**src/rtl/scan_pkg.sv**
```systemverilog
// Shared types and default widths for the scan address generator.
package scan_pkg;

  localparam int CW_DEF = 16;
  localparam int AW_DEF = 32;

  typedef enum logic [1:0] {
    IDLE = 2'd0,
    RUN  = 2'd1,
    DONE = 2'd2
  } state_t;

endpackage

```
**src/rtl/scan_axis_counter.sv**
```systemverilog
// One scan axis: wrapping up/down counter with a configurable reload value on wrap.
module scan_axis_counter #(
  parameter int CW = 16
) (
  input  logic          clk,
  input  logic          rst,
  input  logic          load,
  input  logic          step,
  input  logic          dir,
  input  logic          reload_dir,
  input  logic [CW-1:0] max,
  output logic [CW-1:0] cnt,
  output logic          at_end,
  output logic          wrap
);

  // dir=1 counts down, so its end of travel is 0 rather than max
  assign at_end = dir ? (cnt == '0) : (cnt == max);
  assign wrap   = step & at_end;

  always_ff @(posedge clk) begin
    if (rst) begin
      cnt <= '0;
    end else if (load) begin
      cnt <= '0;
    end else if (step) begin
      if (at_end)
        cnt <= reload_dir ? max : '0;
      else
        cnt <= dir ? cnt - CW'(1) : cnt + CW'(1);
    end
  end

endmodule

```
**src/rtl/scan_addr_gen.sv**
```systemverilog
// 3-D raster scan address generator with valid/ready beats.
// Define SCAN_SERPENTINE_EN to reverse x on odd global rows.
module scan_addr_gen
  import scan_pkg::*;
#(
  parameter int CW = CW_DEF,
  parameter int AW = AW_DEF
) (
  input  logic          clk,
  input  logic          rst,
  input  logic          start,
  input  logic          abort,
  input  logic [CW-1:0] w_max,
  input  logic [CW-1:0] h_max,
  input  logic [CW-1:0] d_max,
  input  logic [AW-1:0] base_addr,
  input  logic [AW-1:0] row_pitch,
  input  logic [AW-1:0] plane_pitch,
  output logic [CW-1:0] x,
  output logic [CW-1:0] y,
  output logic [CW-1:0] z,
  output logic [AW-1:0] addr,
  output logic          out_valid,
  input  logic          out_ready,
  output logic          last,
  output logic          busy,
  output logic          done
);

`ifdef SCAN_SERPENTINE_EN
  localparam bit SERP = 1'b1;
`else
  localparam bit SERP = 1'b0;
`endif

  state_t        state;
  logic [CW-1:0] w_r, h_r, d_r;
  logic [AW-1:0] rp_r, pp_r, row_base, plane_base;
  logic          row_odd;
  logic          x_end, y_end, z_end, x_wrap, y_wrap, z_wrap;
  logic          adv, load, x_dir, x_rdir;
  logic [AW-1:0] x_reload;

  assign load     = (state == IDLE) & start & ~abort;
  assign adv      = (state == RUN) & out_valid & out_ready & ~abort;
  assign x_dir    = SERP & row_odd;
  assign x_rdir   = SERP & ~row_odd;
  assign x_reload = x_rdir ? AW'(w_r) : '0;
  assign last     = out_valid & x_end & y_end & z_end;

  scan_axis_counter #(.CW(CW)) u_x (
    .clk(clk), .rst(rst), .load(load), .step(adv), .dir(x_dir),
    .reload_dir(x_rdir), .max(w_r), .cnt(x), .at_end(x_end), .wrap(x_wrap)
  );

  scan_axis_counter #(.CW(CW)) u_y (
    .clk(clk), .rst(rst), .load(load), .step(x_wrap), .dir(1'b0),
    .reload_dir(1'b0), .max(h_r), .cnt(y), .at_end(y_end), .wrap(y_wrap)
  );

  scan_axis_counter #(.CW(CW)) u_z (
    .clk(clk), .rst(rst), .load(load), .step(y_wrap), .dir(1'b0),
    .reload_dir(1'b0), .max(d_r), .cnt(z), .at_end(z_end), .wrap(z_wrap)
  );

  always_ff @(posedge clk) begin
    if (rst) begin
      state      <= IDLE;
      out_valid  <= 1'b0;
      busy       <= 1'b0;
      done       <= 1'b0;
      addr       <= '0;
      row_base   <= '0;
      plane_base <= '0;
      row_odd    <= 1'b0;
      w_r        <= '0;
      h_r        <= '0;
      d_r        <= '0;
      rp_r       <= '0;
      pp_r       <= '0;
    end else begin
      done <= 1'b0;
      case (state)
        IDLE: begin
          if (load) begin
            w_r        <= w_max;
            h_r        <= h_max;
            d_r        <= d_max;
            rp_r       <= row_pitch;
            pp_r       <= plane_pitch;
            addr       <= base_addr;
            row_base   <= base_addr;
            plane_base <= base_addr;
            row_odd    <= 1'b0;
            out_valid  <= 1'b1;
            busy       <= 1'b1;
            state      <= RUN;
          end
        end
        RUN: begin
          if (abort) begin
            out_valid <= 1'b0;
            busy      <= 1'b0;
            state     <= IDLE;
          end else if (adv) begin
            // z_wrap is the accepted final beat; otherwise step the address incrementally
            if (z_wrap) begin
              out_valid <= 1'b0;
              done      <= 1'b1;
              state     <= DONE;
            end else if (!x_end) begin
              addr <= x_dir ? addr - AW'(1) : addr + AW'(1);
            end else if (!y_end) begin
              row_base <= row_base + rp_r;
              addr     <= row_base + rp_r + x_reload;
              row_odd  <= ~row_odd;
            end else begin
              plane_base <= plane_base + pp_r;
              row_base   <= plane_base + pp_r;
              addr       <= plane_base + pp_r + x_reload;
              row_odd    <= ~row_odd;
            end
          end
        end
        DONE: begin
          busy  <= 1'b0;
          state <= IDLE;
        end
        default: begin
          out_valid <= 1'b0;
          busy      <= 1'b0;
          state     <= IDLE;
        end
      endcase
    end
  end

endmodule

```
**config.mk**
```make
export PLATFORM = sky130hd
export DESIGN_NAME = scan_addr_gen
export DESIGN_NICKNAME = d
export VERILOG_FILES = /design/src/rtl/scan_pkg.sv /design/src/rtl/scan_axis_counter.sv /design/src/rtl/scan_addr_gen.sv
export SDC_FILE = /design/constraint.sdc
export NUM_CORES = 1
export LEC_CHECK = 0
export ABC_AREA = 1
export CAP_MARGIN = 20
export CORE_MARGIN = 10
export CORE_UTILIZATION = 50
export DETAILED_ROUTE_END_ITERATION = 8
export GPL_ROUTABILITY_DRIVEN = 0
export PLACE_DENSITY = 0.73
export SKIP_LAST_GASP = 1
export SYNTH_ARGS = -nofsm -noshare
export SYNTH_HDL_FRONTEND = slang
export SYNTH_SLANG_ARGS = --single-unit
```
**constraint.sdc**
```tcl
create_clock -name clk -period 5.55 [get_ports clk]
set_input_delay 1.11 -clock clk [delete_from_list [all_inputs] [get_ports clk]]
set_output_delay 1.11 -clock clk [all_outputs]
set_load 0.02 [all_outputs]
```
== Word level (Yosys, flattened, before mapping) ==
Cells that the tools add are included.
Storage, ports and cells
  register bits: 261
  output and inout port bits: 84
  word-level logic and storage cells: 95
Operators by class
  muxes and demuxes: 34
  add/sub/neg operators: 6
  reductions and logical operators: 11
  equality and inequality tests: 14
  bitwise operators: 15
Operator list (number)
  2-to-1 mux 32 bit: 15
  case mux 32 bit (2 select lines): 3
  adder 32 bit: 2
  adder 16 x 1 -> 16 bit, second input constant: 3
  equality test 16 bit: 3
  2-to-1 mux 16 bit: 3
  adder 32 x 1 -> 32 bit, second input constant: 1
  bitwise AND 1 bit: 11
  2-to-1 mux 2 bit: 4
  inequality test 2 bit, second input constant: 4
  AND reduction 7 bit: 1
  2-to-1 mux 1 bit: 6
  inequality test 2 x 1 -> 1 bit, second input constant: 3
  inequality test 3 x 2 -> 1 bit, second input constant: 2
  AND reduction 6 bit: 1
  AND reduction 5 bit: 1
  NOT 1 bit: 4
  case mux 2 bit (2 select lines): 1
  AND reduction 2 bit: 2
  AND reduction 4 bit: 1
  OR reduction 4 bit: 1
  case mux 1 bit (3 select lines): 1
  AND reduction 3 bit: 1
  equality test 2 x 1 -> 1 bit, second input constant: 1
  other kinds (5): 5

== Longest topological paths before layout ==
Gate-level depths: netlist (run 1).
  word-level depth: 11
  depth in mapped cells: 17

== Cells and area by module ==
From an unflattened synthesis (run 1), not the netlist that was laid out.
Second synthesis, totals
  cells, all modules: 3459
  area total of the unflattened synthesis: 20234.4 sq um
Modules (own cells, without submodules)
  scan_addr_gen: cells each 2277, area each 13943.4 sq um, times used 1
  scan_axis_counter: cells each 394, area each 2097.0 sq um, times used 3

== Worst setup path after synthesis (run 1) ==
OpenSTA, ideal clock, no wires.
  kind: reg2out
  start point: reg u_z.cnt[10]
  end point: out last
  data required time: 4440 ps
  arrival: 1588 ps
  slack: 2852 ps
  buffers on the path: 1
  cell stages (with the launch flop): 8
  cell sequence: dfxtp_1 clkbuf_1 xor2_1 nor3_1 nand2_1 nor2_4 nand2_1 nor2_1
On the way
  word-level cells in the longest chain between the ends: 2
RTL lines
  from (decl): RTL line scan_axis_counter.sv:12  | output logic [CW-1:0] cnt,
  from (signal assigned): RTL line scan_axis_counter.sv:28  | cnt <= reload_dir ? max : '0;
  from (signal assigned): RTL line scan_axis_counter.sv:30  | cnt <= dir ? cnt - CW'(1) : cnt + CW'(1);
  equality test 16 bit: RTL line scan_axis_counter.sv:18  | assign at_end = dir ? (cnt == '0) : (cnt == max);
  bitwise AND 1 bit: RTL line scan_addr_gen.sv:49  | assign last = out_valid & x_end & y_end & z_end;
  to (decl): RTL line scan_addr_gen.sv:25  | output logic last,
No other way between the ends.

== Worst setup path in the final report (run 1) ==
  start point: reg u_x.cnt[15]
  end point: out last
On the way
  word-level cells in the longest chain between the ends: 4
RTL lines (RTL line)
  from (decl): scan_axis_counter.sv:12
  from (signal assigned): scan_axis_counter.sv:28
  from (signal assigned): scan_axis_counter.sv:30
  equality test 16 bit: scan_axis_counter.sv:18
  bitwise AND 1 bit (3 in series): scan_addr_gen.sv:49
No other way between the ends.

==> results.py, run 1 <==
metrics = {
    "cells_and_area": {
        "final_nets": 3412,
        "final_common_cell": "nand2_1",
        "drive_above_1_share_pct": 3.85,
        "areaGrowthSynthToFinish_pct": 20.9,
        "layout_common_cells": "nand2_1, nor2_1, inv_1",
    },
    "routing": {
        "drt_iter0_markers": 1769,
        "dr_wl_met2_um": 27500,
        "drcViolationCount": 0,
        "routed_via_density": 5.30,
        "wl_per_cell_um": 16.7,
        "dr_wl_met3_um": 5620,
        "vias": 19500,
        "wl_met1_um": 25400,
        "routed_wl_um": 61300,
        "drtAntennaViolNets": 0,
        "highest_layer": "met4",
        "firstDrtPassIters": 6,
    },
    "synth": {
        "ys_seq_elements": 261,
        "synth_warnings": 0,
        "syn_nets": 3231,
        "synth_area_um2": 17800,
        "ys_types": 44,
        "syn_inst": 3014,
        "seq_area_frac_synth_pct": 29.3,
        "syn_area_per_cell_um2": 5.91,
    },
    "min_path": {
        "min_path_type": "register to register",
    },
    "setup_path": {
        "required_ns": 4.44,
        "cpMostUsedCell": "nor2_1",
        "crit_path_start_kind": "register",
        "endpoint_kind": "output pin",
        "crit_chain": "xor2_1 -> nor2_1 -> nand2_1 -> nor2_2 -> inv_2 -> nor2_4 -> buf_4 -> nand2_2 -> nor2_1 -> clkdlybuf4s50_1",
        "setup.worst_path.class": "register to output pin",
        "path_max_fanout": 27,
        "slowest_stage": "clkdlybuf4s50_1",
        "arrival_ns": 2.87,
        "critPathMaxStageDelay_ns": 0.64,
    },
    "global_route": {
        "grt_max_degree": 104,
        "overflow": 0,
        "antenna_found_initial": 1,
        "grtUsageTotal_pct": 26.9,
        "grt_pass1_wl_um": 97100,
        "grt_pass1_vias": 18400,
    },
    "power_and_ir_drop": {
        "peakVddDrop_mv": 0.313,
        "swShare_pct": 31.0,
        "power_density_nw_per_um2": 259,
        "leakage_nw": 10.7,
        "clockPowerShare_pct": 40.1,
        "p_int_mw": 3.85,
        "p_sw_mw": 1.73,
        "seqPwrFrac_pct": 38.0,
        "comb_power_share_pct": 21.9,
    },
    "sta": {
        "setup_viol": 0,
        "max_freq_mhz": 252,
        "hold_ws_ns": 0.472,
        "layout_min_cycle_time_ns": 3.98,
        "hold_viol": 0,
        "clock_skew_ns": 0.0122,
        "rsz0062_at_grt": "no",
        "fin_crit_sh_pct": 71.6,
        "finalSetupTns_ns": 0,
        "drv_slew": 0,
        "max_slew_margin_pct": 34.9,
        "tightest_slew_ns": 0.973,
    },
    "floorplan": {
        "dieArea_um2": 43600,
        "rows": 69,
        "start_util_pct": 50.3,
        "die_y_um": 209,
        "io-pin-count": 233,
        "die_w_um": 209,
        "core_um2": 35400,
    },
    "run_status": {
        "run_status": "finished, final reports clean",
    },
    "clocking": {
        "clk_pin_slew_ns": 0.06,
        "clkLatencyLatePin_ns": 0.57,
        "ctsLongestPathBuffers": 3,
        "clock-sinks": 261,
        "cts-root-buf": "clkbuf_16",
        "cts_tree": "built",
        "cts_resized": 0,
        "post_cts_buffers": 0,
        "cts_max_level": 1,
        "cts_buffers": 29,
        "hold_buffers": 0,
    },
    "placement": {
        "portBuffers": 232,
        "dpl.hpwl_um": 47100,
    },
    "job": {
        "maxCapViolCount": 0,
    },
}
final cells by class:
| type | count | area (µm²) |
|---|---|---|
| diodes | 1 | 2.50 |
| clock buffers | 35 | 788 |
| clock inverters | 19 | 315 |
| fillers | 3504 | 13900 |
| inverters | 404 | 1520 |
| multi-input cells | 2254 | 10700 |
| flip-flops and latches | 261 | 5230 |
| well taps | 461 | 577 |
| repair buffers | 245 | 2450 |
kinds of logic (layout without fill, tap and decap cells):
logic type | Yosys count | count (layout) | synth area share, %
buf+inv | 499 | 703 | 10.9
compound gates | 297 | 297 | 8.58
other cells | 0 | 1 | 0
xor+xnor | 90 | 90 | 4.43
fa+ha+maj | 68 | 68 | 4.86
simple gates | 1799 | 1799 | 41.9
flops | 261 | 261 | 29.3
synthesized netlist by cell type (all sizes together):
master,n,area share (%)
a21o,1,0.042
nand3,203,5.9
fa,2,0.22
a21boi,2,0.084
o21bai,4,0.17
clkbuf,67,1.4
nor2,497,11
o31ai,1,0.042
dfxtp,261,29
a21oi,142,4.0
and3,4,0.14
nor3,58,1.7
buf,28,0.98
nor3b,4,0.20
nand3b,9,0.45
nor4,7,0.25
o211ai,6,0.25
nand2,960,20
clkinv,2,0.042
xor2,71,3.5
nand4,35,1.4
xnor2,19,0.93
ha,66,4.6
o22ai,1,0.035
and2,2,0.070
or2,20,0.70
o21ai,138,3.9
a211oi,2,0.084
inv,402,8.5
per-stage QoR:
stage	power (mW)	cells	setup WS (ns)	area, µm²	util (%)
floorplan	2.92	3014	2.85	17800	-
global placement	3.33	3624	1.87	20400	57.6
detailed placement	3.35	3624	1.76	20400	57.6
CTS	5.60	3678	1.52	21500	60.8
global route	5.84	3679	1.36	21500	60.8
finish	5.58	3680	1.57	21500	60.8
worst max-delay path: cells and delay by family, from the launching register on:
family                    cells  cell delay (ns)
DFF                           1             0.42
and+or+nand+nor               6             0.68
buffers and inverters         3             1.05
xor gates and xnor gates      1             0.15
registers in the layout, summed over array words and instances, names as in the netlist:
name,flops
row_base,32
done,1
u_y.cnt,16
w_r,16
u_z.cnt,16
addr,32
u_x.cnt,16
state,2
d_r,16
out_valid,1
plane_base,32
pp_r,32
rp_r,32
h_r,16
busy,1
power groups by stage:
stage	clock, mW	combinational [mW]	sequential (mW)
global placement	0	1.18	2.15
detailed placement	0	1.20	2.16
CTS	2.27	1.21	2.12
global route	2.35	1.36	2.13
finish	2.24	1.22	2.12
floorplan	0	0.780	2.14
layer usage:
metal | vias to the layer above | track usage, %
li1 | 9770 | -
met1 | 8785 | 34.2
met2 | 800 | 43.4
met3 | 138 | 5.61
met4 | 0 | 11.6
met5 | - | 0
worst paths after layout:
kind | from | endpoint | cells past startpoint | slack, ns
worst max-delay path | u_x.cnt[15] | last | 10 | 1.57
worst min-delay path | h_r[8] | h_r[8] | 2 | 0.47
worst max register to register | u_y.cnt[9] | addr[22] | 12 | 2.17
worst min register to register | h_r[8] | h_r[8] | 2 | 0.47
No activity file was read; power rests on OpenSTA's default activity.
==> run 2, diff against run 1 <==
--- a/config.mk
+++ b/config.mk
@@ -11,7 +11,7 @@
 export CORE_UTILIZATION = 50
 export DETAILED_ROUTE_END_ITERATION = 8
 export GPL_ROUTABILITY_DRIVEN = 0
-export PLACE_DENSITY = 0.73
+export PLACE_DENSITY = 0.76
 export SKIP_LAST_GASP = 1
 export SYNTH_ARGS = -nofsm -noshare
 export SYNTH_HDL_FRONTEND = slang
==> constraint.sdc (replaced) <==
create_clock -name clk -period 3.4 [get_ports clk]
set_input_delay 0.68 -clock clk [delete_from_list [all_inputs] [get_ports clk]]
set_output_delay 0.68 -clock clk [all_outputs]
set_load 0.02 [all_outputs]
==> results.py, run 2 (synthesis results as in run 1) <==
metrics = {
    "floorplan": {
        "start_util_pct": 50.3,
        "die_w_um": 209,
        "dieArea_um2": 43600,
        "core_um2": 35400,
        "rows": 69,
        "io-pin-count": 233,
        "die_y_um": 209,
    },
    "placement": {
        "portBuffers": 232,
        "dpl.hpwl_um": 47300,
        "placed_area_um2": 20500,
    },
    "clocking": {
        "cts_tree": "built",
        "ctsLongestPathBuffers": 3,
        "clkLatencyLatePin_ns": 0.59,
        "clock-sinks": 261,
        "cts_buffers": 30,
        "cts_max_level": 1,
        "cts-root-buf": "clkbuf_16",
        "clk_pin_slew_ns": 0.06,
    },
    "global_route": {
        "grt_max_degree": 125,
        "antenna_found_initial": 2,
        "grt_pass1_vias": 18700,
        "grt_pass1_wl_um": 97600,
        "overflow": 0,
        "use_met3_pct": 6.01,
        "grt_busiest_layer": "met2",
        "gr-usage-met2_pct": 44.0,
        "grtUsageTotal_pct": 26.9,
        "gr-usage-met1_pct": 33.1,
    },
    "cells_and_area": {
        "finish.instance_area_um2": 21600,
        "areaGrowthSynthToFinish_pct": 21.2,
        "layout_common_cells": "nand2_1, nor2_1, inv_1",
        "final_nets": 3425,
        "finalCoreUtilization_pct": 61.0,
        "final_common_cell": "nand2_1",
        "fill_cells": 3426,
        "drive_above_1_share_pct": 4.24,
    },
    "sta": {
        "hold_ws_ns": 0.471,
        "max_slew_margin_pct": 38.1,
        "rsz0062_at_grt": "no",
        "drv_slew": 0,
        "clock_skew_ns": 0.0208,
        "max_freq_mhz": 319,
        "hold_viol": 0,
        "setup_viol": 0,
        "tightest_slew_ns": 0.925,
        "layout_min_cycle_time_ns": 3.14,
        "finalSetupTns_ns": 0,
        "fin_crit_sh_pct": 92.3,
    },
    "setup_path": {
        "reg2reg_slack_ns": 0.56,
        "r2r_start": "u_x.cnt[0]",
        "startpoint": "u_z.cnt[14]",
        "endpoint_kind": "output pin",
        "regToRegEndpoint": "row_base[10]",
        "path_max_fanout": 5,
        "crit_path_start_kind": "register",
        "reg2reg_depth": 12,
        "endpoint": "last",
        "arrival_ns": 2.46,
        "setup.worst_path.class": "register to output pin",
        "required_ns": 2.72,
    },
    "routing": {
        "routed_via_density": 5.33,
        "drtAntennaViolNets": 0,
        "wl_per_cell_um": 16.6,
        "drt_iter0_markers": 1916,
        "vias": 19700,
        "drcViolationCount": 0,
        "firstDrtPassIters": 7,
        "routed_wl_um": 61500,
    },
    "power_and_ir_drop": {
        "power_density_nw_per_um2": 409,
        "power_mw": 8.83,
        "leakage_nw": 10.7,
        "peakVddDrop_mv": 0.447,
    },
    "job": {
        "maxCapViolCount": 0,
    },
    "min_path": {
        "hp-start": "h_r[8]",
        "min_path_type": "register to register",
    },
    "run_status": {
        "run_status": "finished, final reports clean",
    },
}
-- run 2: cell count changes in the layout (fill, tap and decap cells not counted), moves of 3 or more --
cell       delta
buf_4         +8
buf_12        +4
clkinv_4      +3
clkinv_2      +3
bufinv_16     -6
inv_6         -3
-- run 2: worst min-delay path by stage --
stage / end / slack [ns] / depth (start not counted)
after floorplan: d_r[4] / 0.44 / 2
after global placement: h_r[8] / 0.46 / 2
after detailed placement: w_r[13] / 0.46 / 2
after CTS: w_r[9] / 0.47 / 2
after global routing: w_r[13] / 0.50 / 2
final: h_r[8] / 0.47 / 2
-- run 2: power by group --
part / internal (mW) / switching [mW] / total [mW]
combinational: 0.773 / 1.25 / 2.02
clock: 1.90 / 1.44 / 3.34
sequential: 3.27 / 0.195 / 3.46
-- run 2: per-stage QoR --
stage / worst slack, ns / instances
6_report: 0.262 / 3694
3_5_place_dp: 0.445 / 3635
4_1_cts: 0.251 / 3692
3_3_place_gp: 0.504 / 3635
5_1_grt: 0.168 / 3693
2_1_floorplan: 1.13 / 3014
-- run 2: final cells by class --
type                    instances  area (µm²)  area share (%)
well taps                     461         577            2.67
diodes                          1        2.50          0.0116
inverters                     404        1520            7.04
flip-flops and latches        261        5230            24.2
clock inverters                18         191           0.886
clock buffers                  38         831            3.85
multi-input cells            2254       10700            49.3
repair buffers                257        2590            12.0
-- run 2: worst max-delay path: stages (launching register included) --
cell	delay, ns
dfxtp_1	0.47
xnor2_1	0.15
nand2_1	0.07
nor3_1	0.25
nand2_1	0.15
nor2_4	0.16
nand2_1	0.07
nor2_1	0.18
dlygate4sd2_1	0.36
-- run 2: what timing repair did --
item	4_1_cts	5_1_grt
buffers inserted	1	0
resized for setup	1	0
hold buffers	0	0
endpoints found under the setup margin	1	0
-- run 2: routing by layer --
layer	up-vias	wire length (µm)
met5	-	0
met4	0	3110
met3	164	6150
met2	945	27400
met1	8817	24800
li1	9780	-
==> run 3, diff against run 2 <==
--- a/config.mk
+++ b/config.mk
@@ -13,6 +13,7 @@
 export GPL_ROUTABILITY_DRIVEN = 0
 export PLACE_DENSITY = 0.76
 export SKIP_LAST_GASP = 1
+export SLEW_MARGIN = 40
 export SYNTH_ARGS = -nofsm -noshare
 export SYNTH_HDL_FRONTEND = slang
 export SYNTH_SLANG_ARGS = --single-unit
==> results.py, run 3 (synthesis results as in run 1) <==
metrics = {
    "setup_path": {
        "crit_path_start_kind": "register",
        "endpoint_kind": "output pin",
        "setup.worst_path.class": "register to output pin",
        "path_max_fanout": 5,
        "required_ns": 2.72,
        "arrival_ns": 2.45,
    },
    "clocking": {
        "clk_pin_slew_ns": 0.06,
        "clock-sinks": 261,
        "cts_tree": "built",
        "clkLatencyLatePin_ns": 0.58,
        "hold_buffers": 0,
        "ctsLongestPathBuffers": 3,
        "cts_max_level": 1,
        "cts_buffers": 30,
        "cts-root-buf": "clkbuf_16",
    },
    "floorplan": {
        "start_util_pct": 50.3,
        "io-pin-count": 233,
        "die_y_um": 209,
        "die_w_um": 209,
        "core_um2": 35400,
        "dieArea_um2": 43600,
        "rows": 69,
    },
    "global_route": {
        "grt_pass1_wl_um": 97400,
        "grt_pass1_vias": 18500,
        "grtUsageTotal_pct": 26.9,
        "grt_max_degree": 125,
        "antenna_found_initial": 2,
        "overflow": 0,
    },
    "cells_and_area": {
        "layout_common_cells": "nand2_1, nor2_1, inv_1",
        "final_common_cell": "nand2_1",
        "finalCoreUtilization_pct": 60.9,
        "final_nets": 3424,
        "areaGrowthSynthToFinish_pct": 21.0,
        "drive_above_1_share_pct": 3.87,
    },
    "routing": {
        "routed_wl_um": 61200,
        "wl_per_cell_um": 16.6,
        "vias": 19600,
        "drtAntennaViolNets": 0,
        "drcViolationCount": 0,
        "firstDrtPassIters": 6,
        "drt_iter0_markers": 1934,
        "routed_via_density": 5.30,
    },
    "sta": {
        "max_freq_mhz": 320,
        "hold_viol": 0,
        "setup_slack_ns": 0.270,
        "setup_viol": 0,
        "drv_slew": 0,
        "fin_crit_sh_pct": 92.0,
        "tightest_slew_ns": 0.866,
        "rsz0062_at_grt": "no",
        "clock_skew_ns": 0.00851,
        "max_slew_margin_pct": 42.3,
        "finalSetupTns_ns": 0,
        "layout_min_cycle_time_ns": 3.13,
    },
    "power_and_ir_drop": {
        "peakVddDrop_mv": 0.381,
        "leakage_nw": 10.7,
        "power_density_nw_per_um2": 411,
    },
    "placement": {
        "dpl.hpwl_um": 47200,
        "portBuffers": 232,
        "place_ws_ns": 0.487,
    },
    "job": {
        "maxCapViolCount": 0,
    },
    "min_path": {
        "min_path_type": "register to register",
    },
    "run_status": {
        "run_status": "finished, final reports clean",
    },
}
run 3: repair_timing:
action / CTS / global route
resized for setup: 1 / 0
buffers inserted: 1 / 0
endpoints found under the setup margin: 1 / 0
run 3: worst paths after layout:
check         startpoint           end  slack [ns]  cells after the start
max          u_z.cnt[14]          last        0.27                      8
min reg2reg      w_r[13]       w_r[13]        0.47                      2
max reg2reg   u_x.cnt[0]  row_base[10]        0.54                     12
min              w_r[13]       w_r[13]        0.47                      2
run 3: critical path, cell delays in order, from the launching register on:
cell,delay [ns]
dfxtp_1,0.46
xnor2_1,0.15
nand2_1,0.07
nor3_1,0.29
nand2_1,0.16
nor2_4,0.17
nand2_1,0.07
nor2_1,0.15
dlygate4sd2_1,0.36
run 3: cell type report:
class	count	area, µm²
Multi-Input combinational cell	2254	10700
Clock buffer	46	851
Inverter	404	1520
Clock inverter	8	158
Timing Repair Buffer	256	2570
Antenna cell	1	2.50
Tap cell	461	577
Sequential cell	261	5230
Fill cell	3382	13800
run 3: power by group:
| group | switching, mW | internal, mW |
|---|---|---|
| clock | 1.35 | 2.02 |
| combinational | 1.25 | 0.770 |
| sequential | 0.197 | 3.27 |
| total | 2.80 | 6.06 |
run 3: per-stage QoR:
step	hold WS [ns]	instances	instance area, µm²	total power, mW
after floorplan	0.444	3014	17800	4.77
after global placement	0.456	3635	20500	5.45
after detailed placement	0.463	3635	20500	5.50
after CTS	0.471	3690	21600	8.85
after global routing	0.484	3690	21600	9.24
final	0.469	3691	21600	8.85
run 3: metal layers:
layer	track usage, %	part of all wire, %	up-vias
met5	0	0.015	-
met4	12.6	4.9	2
met3	6.71	10	150
met2	43.4	44	893
met1	33.1	41	8731
li1	-	-	9780
